File: src/rtl/data_bus_pkg.sv
`default_nettype none
// ============================================================================
// data_bus_pkg: shared types and lane helpers for the data bus initiator
// Revision: 1.0
// ============================================================================
package data_bus_pkg;

  typedef enum logic [1:0] {
    SIZE_BYTE    = 2'b00,
    SIZE_HALF    = 2'b01,
    SIZE_WORD    = 2'b10,
    SIZE_ILLEGAL = 2'b11
  } size_e;

  typedef enum logic [2:0] {
    ST_IDLE  = 3'd0,
    ST_REQ1  = 3'd1,
    ST_WAIT1 = 3'd2,
    ST_REQ2  = 3'd3,
    ST_WAIT2 = 3'd4,
    ST_RESP  = 3'd5
  } state_e;

  // Low nibble is the first word's byte enables, high nibble the second word's.
  function automatic logic [7:0] be_shift(input logic [1:0] size, input logic [1:0] off);
    logic [7:0] mask;
    case (size)
      SIZE_BYTE: mask = 8'b0000_0001;
      SIZE_HALF: mask = 8'b0000_0011;
      default:   mask = 8'b0000_1111;
    endcase
    be_shift = mask << off;
  endfunction

  function automatic logic [31:0] wdata_rotate(input logic [31:0] data, input logic [1:0] off);
    logic [31:0] rot;
    case (off)
      2'd0:    rot = data;
      2'd1:    rot = {data[23:0], data[31:24]};
      2'd2:    rot = {data[15:0], data[31:16]};
      default: rot = {data[7:0], data[31:8]};
    endcase
    wdata_rotate = rot;
  endfunction

  function automatic logic [31:0] extend(input logic [31:0] data, input logic [1:0] size,
                                         input logic is_signed);
    logic [31:0] ext;
    case (size)
      SIZE_BYTE: ext = {{24{is_signed & data[7]}}, data[7:0]};
      SIZE_HALF: ext = {{16{is_signed & data[15]}}, data[15:0]};
      default:   ext = data;
    endcase
    extend = ext;
  endfunction

endpackage
`default_nettype wire

File: src/rtl/data_bus_rdata_align.sv
`default_nettype none
// ============================================================================
// data_bus_rdata_align: extracts and extends load data from one or two words
// Revision: 1.0
// ============================================================================
module data_bus_rdata_align
  import data_bus_pkg::*;
(
  input  logic [31:0] part1_rdata,
  // The top byte of the second word can never land in a 32-bit result.
  input  logic [23:0] part2_rdata,
  input  logic [1:0]  off,
  input  logic [1:0]  size,
  input  logic        is_signed,
  output logic [31:0] result
);

  logic [31:0] w_shifted;

  always_comb begin
    w_shifted = part1_rdata;
    case (off)
      2'd0:    w_shifted = part1_rdata;
      2'd1:    w_shifted = {part2_rdata[7:0],  part1_rdata[31:8]};
      2'd2:    w_shifted = {part2_rdata[15:0], part1_rdata[31:16]};
      default: w_shifted = {part2_rdata[23:0], part1_rdata[31:24]};
    endcase
  end

  assign result = extend(w_shifted, size, is_signed);

endmodule
`default_nettype wire

File: src/rtl/data_bus_initiator.sv
`default_nettype none
// ============================================================================
// data_bus_initiator: load/store commands to req/gnt/rvalid bus, split on misalignment
// Revision: 1.0
// ============================================================================
module data_bus_initiator
  import data_bus_pkg::*;
#(
  parameter int unsigned TIMEOUT_CYCLES = 256,
  parameter bit          WRITE_RSP      = 1'b0
) (
  input  logic        clk_i,
  input  logic        rst_ni,
  input  logic        cmd_valid_i,
  output logic        cmd_ready_o,
  input  logic        cmd_we_i,
  input  logic [1:0]  cmd_size_i,
  input  logic        cmd_signed_i,
  input  logic [31:0] cmd_addr_i,
  input  logic [31:0] cmd_wdata_i,
  output logic        rsp_valid_o,
  output logic [31:0] rsp_rdata_o,
  output logic        rsp_err_o,
  output logic        data_req_o,
  input  logic        data_gnt_i,
  input  logic        data_rvalid_i,
  output logic        data_we_o,
  output logic [3:0]  data_be_o,
  output logic [31:0] data_addr_o,
  output logic [31:0] data_wdata_o,
  input  logic [31:0] data_rdata_i,
  input  logic        data_err_i
);

  localparam int unsigned CNT_W = $clog2(TIMEOUT_CYCLES + 1);

  state_e           r_state;
  state_e           w_state_next;
  logic             r_we;
  logic [1:0]       r_size;
  logic             r_signed;
  logic [1:0]       r_off;
  logic [3:0]       r_be_hi;
  logic [31:0]      r_rdata1;
  logic [CNT_W-1:0] r_cnt;

  logic        w_accept;
  logic        w_legal;
  logic [7:0]  w_shift;
  logic        w_need2;
  logic        w_expired;
  logic        w_finish;
  logic        w_fin_err;
  logic        w_to_req2;
  logic [31:0] w_part1;
  logic [31:0] w_load_data;

  assign cmd_ready_o = (r_state == ST_IDLE);
  assign data_req_o  = (r_state == ST_REQ1) || (r_state == ST_REQ2);
  assign w_accept    = cmd_valid_i && (r_state == ST_IDLE);
  assign w_legal     = (cmd_size_i != SIZE_ILLEGAL);
  assign w_shift     = be_shift(cmd_size_i, cmd_addr_i[1:0]);
  assign w_need2     = |r_be_hi;
  assign w_expired   = (r_cnt == CNT_W'(TIMEOUT_CYCLES - 1));

  always_comb begin
    w_state_next = r_state;
    w_finish     = 1'b0;
    w_fin_err    = 1'b0;
    w_to_req2    = 1'b0;
    case (r_state)
      ST_IDLE: begin
        if (cmd_valid_i) begin
          if (!w_legal) begin
            w_state_next = ST_RESP;
            w_finish     = 1'b1;
            w_fin_err    = 1'b1;
          end else begin
            w_state_next = ST_REQ1;
          end
        end
      end
      ST_REQ1, ST_REQ2: begin
        if (data_gnt_i) begin
          if (!r_we || WRITE_RSP) begin
            if (r_state == ST_REQ1) w_state_next = ST_WAIT1;
            else                    w_state_next = ST_WAIT2;
          end else if ((r_state == ST_REQ1) && w_need2) begin
            w_state_next = ST_REQ2;
            w_to_req2    = 1'b1;
          end else begin
            w_state_next = ST_RESP;
            w_finish     = 1'b1;
          end
        end else if (w_expired) begin
          w_state_next = ST_RESP;
          w_finish     = 1'b1;
          w_fin_err    = 1'b1;
        end
      end
      ST_WAIT1: begin
        if (data_rvalid_i) begin
          if (data_err_i) begin
            w_state_next = ST_RESP;
            w_finish     = 1'b1;
            w_fin_err    = 1'b1;
          end else if (w_need2) begin
            w_state_next = ST_REQ2;
            w_to_req2    = 1'b1;
          end else begin
            w_state_next = ST_RESP;
            w_finish     = 1'b1;
          end
        end else if (w_expired) begin
          w_state_next = ST_RESP;
          w_finish     = 1'b1;
          w_fin_err    = 1'b1;
        end
      end
      ST_WAIT2: begin
        if (data_rvalid_i) begin
          w_state_next = ST_RESP;
          w_finish     = 1'b1;
          w_fin_err    = data_err_i;
        end else if (w_expired) begin
          w_state_next = ST_RESP;
          w_finish     = 1'b1;
          w_fin_err    = 1'b1;
        end
      end
      ST_RESP: w_state_next = ST_IDLE;
      default: w_state_next = ST_IDLE;
    endcase
  end

  always_ff @(posedge clk_i or negedge rst_ni) begin
    if (!rst_ni) r_state <= ST_IDLE;
    else         r_state <= w_state_next;
  end

  // Per-part budget: restarts whenever a REQ state is freshly entered.
  always_ff @(posedge clk_i or negedge rst_ni) begin
    if (!rst_ni) begin
      r_cnt <= '0;
    end else if (((w_state_next == ST_REQ1) || (w_state_next == ST_REQ2)) &&
                 (w_state_next != r_state)) begin
      r_cnt <= '0;
    end else if (r_state != ST_IDLE && r_state != ST_RESP) begin
      r_cnt <= r_cnt + 1'b1;
    end
  end

  always_ff @(posedge clk_i or negedge rst_ni) begin
    if (!rst_ni) begin
      r_we     <= 1'b0;
      r_size   <= 2'b00;
      r_signed <= 1'b0;
      r_off    <= 2'b00;
      r_be_hi  <= 4'b0000;
      r_rdata1 <= '0;
    end else begin
      if (w_accept) begin
        r_we     <= cmd_we_i;
        r_size   <= cmd_size_i;
        r_signed <= cmd_signed_i;
        r_off    <= cmd_addr_i[1:0];
        r_be_hi  <= w_shift[7:4];
      end
      if ((r_state == ST_WAIT1) && data_rvalid_i) r_rdata1 <= data_rdata_i;
    end
  end

  always_ff @(posedge clk_i or negedge rst_ni) begin
    if (!rst_ni) begin
      data_we_o    <= 1'b0;
      data_be_o    <= 4'b0000;
      data_addr_o  <= '0;
      data_wdata_o <= '0;
    end else if (w_accept && w_legal) begin
      data_we_o    <= cmd_we_i;
      data_be_o    <= w_shift[3:0];
      data_addr_o  <= {cmd_addr_i[31:2], 2'b00};
      data_wdata_o <= wdata_rotate(cmd_wdata_i, cmd_addr_i[1:0]);
    end else if (w_to_req2) begin
      data_be_o    <= r_be_hi;
      data_addr_o  <= data_addr_o + 32'd4;
    end
  end

  // On the final WAIT cycle the current bus word is still on data_rdata_i.
  assign w_part1 = (r_state == ST_WAIT1) ? data_rdata_i : r_rdata1;

  data_bus_rdata_align u_rdata_align (
    .part1_rdata (w_part1),
    .part2_rdata (data_rdata_i[23:0]),
    .off         (r_off),
    .size        (r_size),
    .is_signed   (r_signed),
    .result      (w_load_data)
  );

  always_ff @(posedge clk_i or negedge rst_ni) begin
    if (!rst_ni) begin
      rsp_valid_o <= 1'b0;
      rsp_err_o   <= 1'b0;
      rsp_rdata_o <= '0;
    end else begin
      rsp_valid_o <= w_finish;
      rsp_err_o   <= w_fin_err;
      rsp_rdata_o <= (w_finish && !w_fin_err && !r_we) ? w_load_data : '0;
    end
  end

endmodule
`default_nettype wire

File: config.mk
export PLATFORM = sky130hd
export DESIGN_NAME = data_bus_initiator
export DESIGN_NICKNAME = d
export VERILOG_FILES = /design/src/rtl/data_bus_pkg.sv /design/src/rtl/data_bus_rdata_align.sv /design/src/rtl/data_bus_initiator.sv
export SDC_FILE = /design/constraint.sdc
export NUM_CORES = 1
export LEC_CHECK = 0
export ABC_AREA = 1
export BUFFER_PORTS_ARGS = -buffer_cell sky130_fd_sc_hd__buf_2
export CAP_MARGIN = 5
export CORE_MARGIN = 3
export CORE_UTILIZATION = 30
export DETAILED_ROUTE_END_ITERATION = 8
export SLEW_MARGIN = 20
export SYNTH_ARGS = -nofsm -noshare
export SYNTH_HDL_FRONTEND = slang
export SYNTH_SLANG_ARGS = --single-unit
File: constraint.sdc
create_clock -name clk_i -period 3.2 [get_ports clk_i]
set_input_delay 0.64 -clock clk_i [delete_from_list [all_inputs] [get_ports clk_i]]
set_output_delay 0.64 -clock clk_i [all_outputs]
set_load 0.1 [all_outputs]
-- Yosys cells after proc, flatten, opt, wreduce, memory -nomap -nowiden
Cells that the tools add are included.
- logic and storage cells: 105
- flip-flop bits (word level): 157
- input bits: 106
- output and inout port bits: 105
- reduce and logical (&&, ||, !) cells: 22
- $add $sub $neg: 2
- equal/unequal tests: 16
- bitwise logic cells: 2
- shift operators: 1
- mux-type cells: 47
- operators with widths (cell ; count):
    32-bit one-hot mux with 3 select lines ; 2
    32-bit two-way mux ; 4
    32-bit one-hot mux with 2 select lines ; 1
    3-bit two-way mux ; 11
    32-bit by 3-bit adder with 32-bit output (second input constant) ; 1
    1-bit two-way mux ; 20
    9-bit two-way mux ; 2
    3-bit one-hot mux with 4 select lines ; 1
    9-bit by 1-bit adder with 9-bit output (second input constant) ; 1
    3-bit by 2-bit == test with 1-bit output (second input constant) ; 3
    9-bit by 8-bit == test with 1-bit output (second input constant) ; 1
    2-bit by 1-bit == test with 1-bit output (second input constant) ; 4
    1-bit logical AND ; 8
    2-bit logical NOT ; 4
    4-bit two-way mux ; 2
    1-bit one-hot mux with 4 select lines ; 2
    4-bit one-hot mux with 2 select lines ; 1
    8-bit by 2-bit left shift with 8-bit output ; 1
    3-bit by 1-bit == test with 1-bit output (second input constant) ; 2
    2-bit == test (second input constant) ; 2
    2-bit nonzero test ; 2
    4-bit OR reduction ; 1
    3-bit == test (second input constant) ; 1
    3-bit logical NOT ; 1
    other kinds (9) ; 12

-- Longest topological paths before layout
- word-level depth: 10
- depth in mapped cells: 15
- mapped depth without buffers: 14

-- By module
A second synthesis with hierarchy kept.
- cell total of the unflattened synthesis: 1324
- area total of the unflattened synthesis: 9260.1 um^2
- modules (own cells, without submodules) (module ; instances ; area an instance (um^2) ; cells an instance ; seq. area each (um^2)):
    data_bus_initiator ; 1 ; 8092.8 ; 1055 ; 3853.7
    data_bus_rdata_align ; 1 ; 1167.4 ; 269 ; 0.0

-- Worst setup path after synthesis
Ideal clock, no wire load.
- kind: reg2reg
- from: register data_addr_o[2]
- to: register data_addr_o[26]
- path buffers: 0
- data required time: 3.080 ns
- arrival: 2.453 ns
- library setup time: 0.120 ns
- setup slack: 0.627 ns
- stages on the path, launching flop included: 13
- period minus slack after synthesis: 2.573 ns
- cell sequence: dfrtp_1 > ha_1 > nand2_1 > nor2_4 > nand2_1 > nor2_2 > nand2_1 > nor2_1 > nand2_1 > nand2_1 > nand3_1 > nand3_1 > nand2_1
- cells in the longest elaborated chain, start to end: 3
- ends and longest elaborated chain (element ; RTL line ; RTL):
    from (decl) ; data_bus_initiator.sv:29 ; output logic [31:0] data_addr_o,
    from (signal assigned) ; data_bus_initiator.sv:182 ; data_addr_o <= {cmd_addr_i[31:2], 2'b00};
    from (signal assigned) ; data_bus_initiator.sv:186 ; data_addr_o <= data_addr_o + 32'd4;
    32-bit by 3-bit adder with 32-bit output ; data_bus_initiator.sv:186 ;
    32-bit two-way mux ; data_bus_initiator.sv:184 ; end else if (w_to_req2) begin
    32-bit two-way mux ; data_bus_initiator.sv:179 ; end else if (w_accept && w_legal) begin
No other way between the ends. The select of a mux whose other input is x is not followed.
A chain may end at the register's enable or synchronous reset.

-- Final worst setup path
- from: register r_off[1]
- to: register rsp_rdata_o[24]
- cells in the longest elaborated chain, start to end: 5
- elaborated cells on any way between the ends: 8
- classes of those cells: eq/ne (2); mux (3); bitwise (2); reduce/logical (1)
- ends and longest elaborated chain (element ; RTL line ; RTL):
    from (decl) ; data_bus_initiator.sv:42 ; logic [1:0] r_off;
    from (signal assigned) ; data_bus_initiator.sv:166 ; r_off <= cmd_addr_i[1:0];
    2-bit == test, or another cell as far along ; data_bus_rdata_align.sv:22 ; case (off)
    32-bit one-hot mux with 3 select lines * ; data_bus_rdata_align.sv:22 ;
    1-bit bitwise AND (on tied branches) ; data_bus_pkg.sv:51, data_bus_pkg.sv:50 ;
    32-bit one-hot mux with 2 select lines * ; data_bus_pkg.sv:49 ; case (size)
    32-bit two-way mux * ; data_bus_initiator.sv:210 ; rsp_rdata_o <= (w_finish && !w_fin_err && !r_we) ? w_load_data : '0;
    to (signal assigned) ; data_bus_initiator.sv:210 ;
    to (decl) ; data_bus_initiator.sv:22 ; output logic [31:0] rsp_rdata_o,
Mark *: on every way between the ends. The rest lies on a longest branch, timed or not.

==> summary.md <==
| Metric | Value |
|---|---|
| Clk sinks | 154 |
| Buf/Inv on CP | 1 |
| Setup bufs post-CTS | 0 |
| Leakage | 5.39 nW |
| Congestion Overflow GR | 0 |
| Slowest CP cell | dfrtp_1 |
| Result of the run | complete, no violations |
| Detailed-route wire length per cell | 16.5 um |
| Clock share of power | 14.6% |
| Sequential power share | 25.4% |
| Area grow syn2layout | 21.5% |
| Vias | 8980 |
| Peak per-stage delay on the critical path | 0.65 ns |
| Rows | 62 |
| Clock skew | 0.0126 ns |
| Iter 0 DRT Violations | 747 |
| Pwr per Cell Area | 1230 nW/um2 |
| I/O pin total | 211 |
| Remaining antenna violation count | 0 |
| Final Hold Viols | 0 |
| Die ar. | 32000 um2 |
| PortBufs | 208 |
| Yosys cell types | 46 |
| Setup TNS | 0 ns |
| Antenna Cells | 0 |
| Post-DP HPWL | 22.0 mm |
| Placer congestion estimate | 0.910 |
| First-pass GRT wire length | 45.8 mm |
| Post-Syn Area per Cell | 7.38 um2 |
| Cts repair resizes | 0 |
| Hold_buf cts | 0 |
| Sw Share | 60.1% |
| Place WS | 0.836 ns |
| Setup slack after layout | 0.759 ns |
| Post-placement cell area | 10300 um2 |
| Achievable frequency | 410 MHz |
| Internal | 5.36 mW |
| Fin area | 10900 um2 |
| Hold Slack | 0.141 ns |
| Drt total wl | 29.7 mm |
| Cells after synthesis | 1214 |
| Syn. warnings | 0 |
| Critical path's top delay family | simple AND/OR/NAND/NOR gates |
| Clock Tree Buf Depth | 2 |
| Vias in the first global route | 8275 |
| Final setup fails | 0 |
| Worst Path Required | 3.56 ns |
| Max transition margin | 51.6% |
| Layout cell share with drive strength beyond 1 | 20.2% |
| Core area | 29100 um2 |
| CTS clk-pin slew, worst paths | 0.07 ns |
| CP Max Fanout | 21 |
| Vias per inst | 5.00 |
| Post-synthesis cell area | 8960 um2 |
| RSZ-0062 raised after global routing | false |
| Worst slew pin tran | 0.725 ns |
| H-tree levels | 4 |
| Worst-Skew Late Latency | 0.43 ns |
| DRC violations left | 0 |
| Core Util, Final | 37.4% |
| Final min period | 2.44 ns |
| CTS tree | yes |
| Die Ht | 179 um |
| Final period util | 76.3% |
| Die span in x | 179 um |
| Drt pass-1 iters | 6 |
| Crit path cell chain | inv_1, nor2_2, nand3_1, nand4_1, nand2_2, nand3_2, nand2_4, nor2_1 |
| Largest net degree at the start of global routing | 56 |
| Final net count | 1508 |
| Sw power | 8.06 mW |
| Synth Register Bits | 154 |
| Combinational share of power | 60.0% |
| Sequential element share of the synthesized area | 43.0% |
| Critical setup path kind | reg -> reg |
| Peak VDD IR | 0.000474 V |
| Initial core utilization | 30.8% |
| GRT Util Overall | 18.2% |
| Final Slew Violations | 0 |
| Initial antenna violation count | 1 |
| Max-cap violations | 0 |
| CTS Buf Count | 17 |
| Critical Path End Type | flip-flop |
| CTS root buf | clkbuf_16 |
| Hold crit path type | in -> async |
| CP startpoint kind | flip-flop |
| Critical Path AT | 2.80 ns |
-- layout by cell type (no fill, tap or decap), types with 2 or more instances in the layout --
| cell | netlist | routed |
|---|---|---|
| o22ai_1 | 27 | 27 |
| a21boi_1 | 2 | 2 |
| nand3b_1 | 3 | 3 |
| buf_2 | 23 | 207 |
| inv_8 | 0 | 3 |
| o211ai_1 | 14 | 14 |
| nand2_1 | 269 | 269 |
| clkbuf_16 | 0 | 17 |
| nand3_1 | 66 | 66 |
| o21ai_1 | 14 | 14 |
| clkinv_4 | 0 | 3 |
| inv_1 | 136 | 136 |
| nor2_1 | 98 | 98 |
| o221ai_1 | 14 | 14 |
| nand4_1 | 14 | 14 |
| a21oi_1 | 63 | 63 |
| dfrtp_1 | 154 | 154 |
| a2bb2oi_1 | 5 | 5 |
| conb_1 | 1 | 2 |
| a31oi_1 | 11 | 11 |
| o21ai_0 | 158 | 158 |
| nor2_4 | 1 | 2 |
| or2_2 | 3 | 3 |
| ha_1 | 4 | 4 |
| xor2_1 | 10 | 10 |
| a221oi_1 | 11 | 11 |
| buf_4 | 4 | 15 |
| inv_2 | 8 | 8 |
| or2_0 | 9 | 9 |
| a22oi_1 | 4 | 4 |
| nand2_2 | 4 | 4 |
| o22a_1 | 13 | 13 |
| clkinv_2 | 0 | 2 |
| inv_6 | 0 | 6 |
| and3_1 | 3 | 3 |
| nor2_2 | 7 | 6 |
| nor3_1 | 16 | 16 |
-- final timing paths --
check | start | endpoint | slack [ns] | cells past startpoint
max | r_off[1]$_DFFE_PN0P_ | rsp_rdata_o[24]$_DFF_PN0_ | 0.76 | 8
min | rst_ni | data_addr_o[26]$_DFFE_PN0P_ | 0.14 | 1
max reg2reg | r_off[1]$_DFFE_PN0P_ | rsp_rdata_o[24]$_DFF_PN0_ | 0.76 | 8
min reg2reg | r_rdata1[3]$_DFFE_PN0P_ | r_rdata1[3]$_DFFE_PN0P_ | 0.48 | 2
max in group asynchronous | rst_ni | r_rdata1[8]$_DFFE_PN0P_ | 2.25 | 2
min in group clk_i | cmd_signed_i | r_signed$_DFFE_PN0P_ | 0.46 | 3
-- per-layer routing --
metal / track usage (%) / routed length, um
met4: 6.01 / 686
met1: 26.1 / 13900
met3: 3.18 / 1730
met2: 27.7 / 13300
met5: 0 / 7
-- power by group through the flow --
stage                     registers [mW]  clock network [mW]  logic, mW
after floorplan                     6.84                   0       2.94
after global placement              3.42                   0       7.99
after detailed placement            3.43                   0       8.05
after CTS                           3.41                2.00       8.06
after global routing                3.51                2.09       8.64
final                               3.40                1.96       8.06
-- sequential cells by signal, indices dropped and copies added (netlist names) --
register      count
data_addr_o      30
r_cnt             9
r_signed          1
rsp_err_o         1
rsp_valid_o       1
r_be_hi           3
r_state           3
data_wdata_o     32
r_off             2
r_we              1
data_be_o         4
data_we_o         1
rsp_rdata_o      32
r_rdata1         32
r_size            2
-- cell type report --
| cell class | count | area, um2 |
|---|---|---|
| fill | 3100 | 18200 |
| multi-input combinational | 855 | 4260 |
| sequential | 154 | 3850 |
| timing repair buffer | 224 | 1180 |
| inverter | 146 | 551 |
| tap | 384 | 480 |
| clock buffer | 17 | 425 |
| clock inverter | 15 | 130 |
-- stage by stage --
step | power, mW | instances
global placement | 11.4 | 1763
CTS | 13.5 | 1795
global route | 14.2 | 1795
finish | 13.4 | 1795
detailed placement | 11.5 | 1763
floorplan | 9.78 | 1215
-- cells in the mapped netlist (all sizes together) --
master,number,share of area [%]
o22a,13,1.3
conb,1,0.042
inv,145,6.1
o211ai,14,1.2
a221oi,11,1.1
clkbuf,29,1.2
mux2,1,0.13
and2,1,0.070
clkinv,1,0.042
o21ai,172,9.6
o32ai,1,0.098
a22oi,4,0.34
o22ai,27,1.9
nand4,14,0.98
nand3,68,4.0
a211oi,1,0.084
and3,3,0.21
dfrtp,154,43
a21boi,2,0.17
xor2,10,0.98
buf,31,2.1
nand2,274,12
nand3b,3,0.25
a2bb2oi,5,0.49
nor2,106,4.7
o21a,1,0.084
ha,4,0.56
a31oi,11,0.77
mux2i,1,0.11
a21oi,63,3.5
nor3,17,1.0
o221ai,14,1.4
or2,12,0.84
-- cell families (layout without fill, tap and decap cells) --
kind of cell,Yosys count,count (layout),synth area share [%]
AOI/OAI and AO/OA,339,339,21.9
xor gates and xnor gates,10,10,0.978
adders and majority gates,4,4,0.559
buffers and inverters,206,402,9.48
DFF,154,154,43.0
muxes,2,2,0.237
other,1,2,0.0419
and+or+nand+nor,498,498,23.7
(Power assumes the default switching activity.)
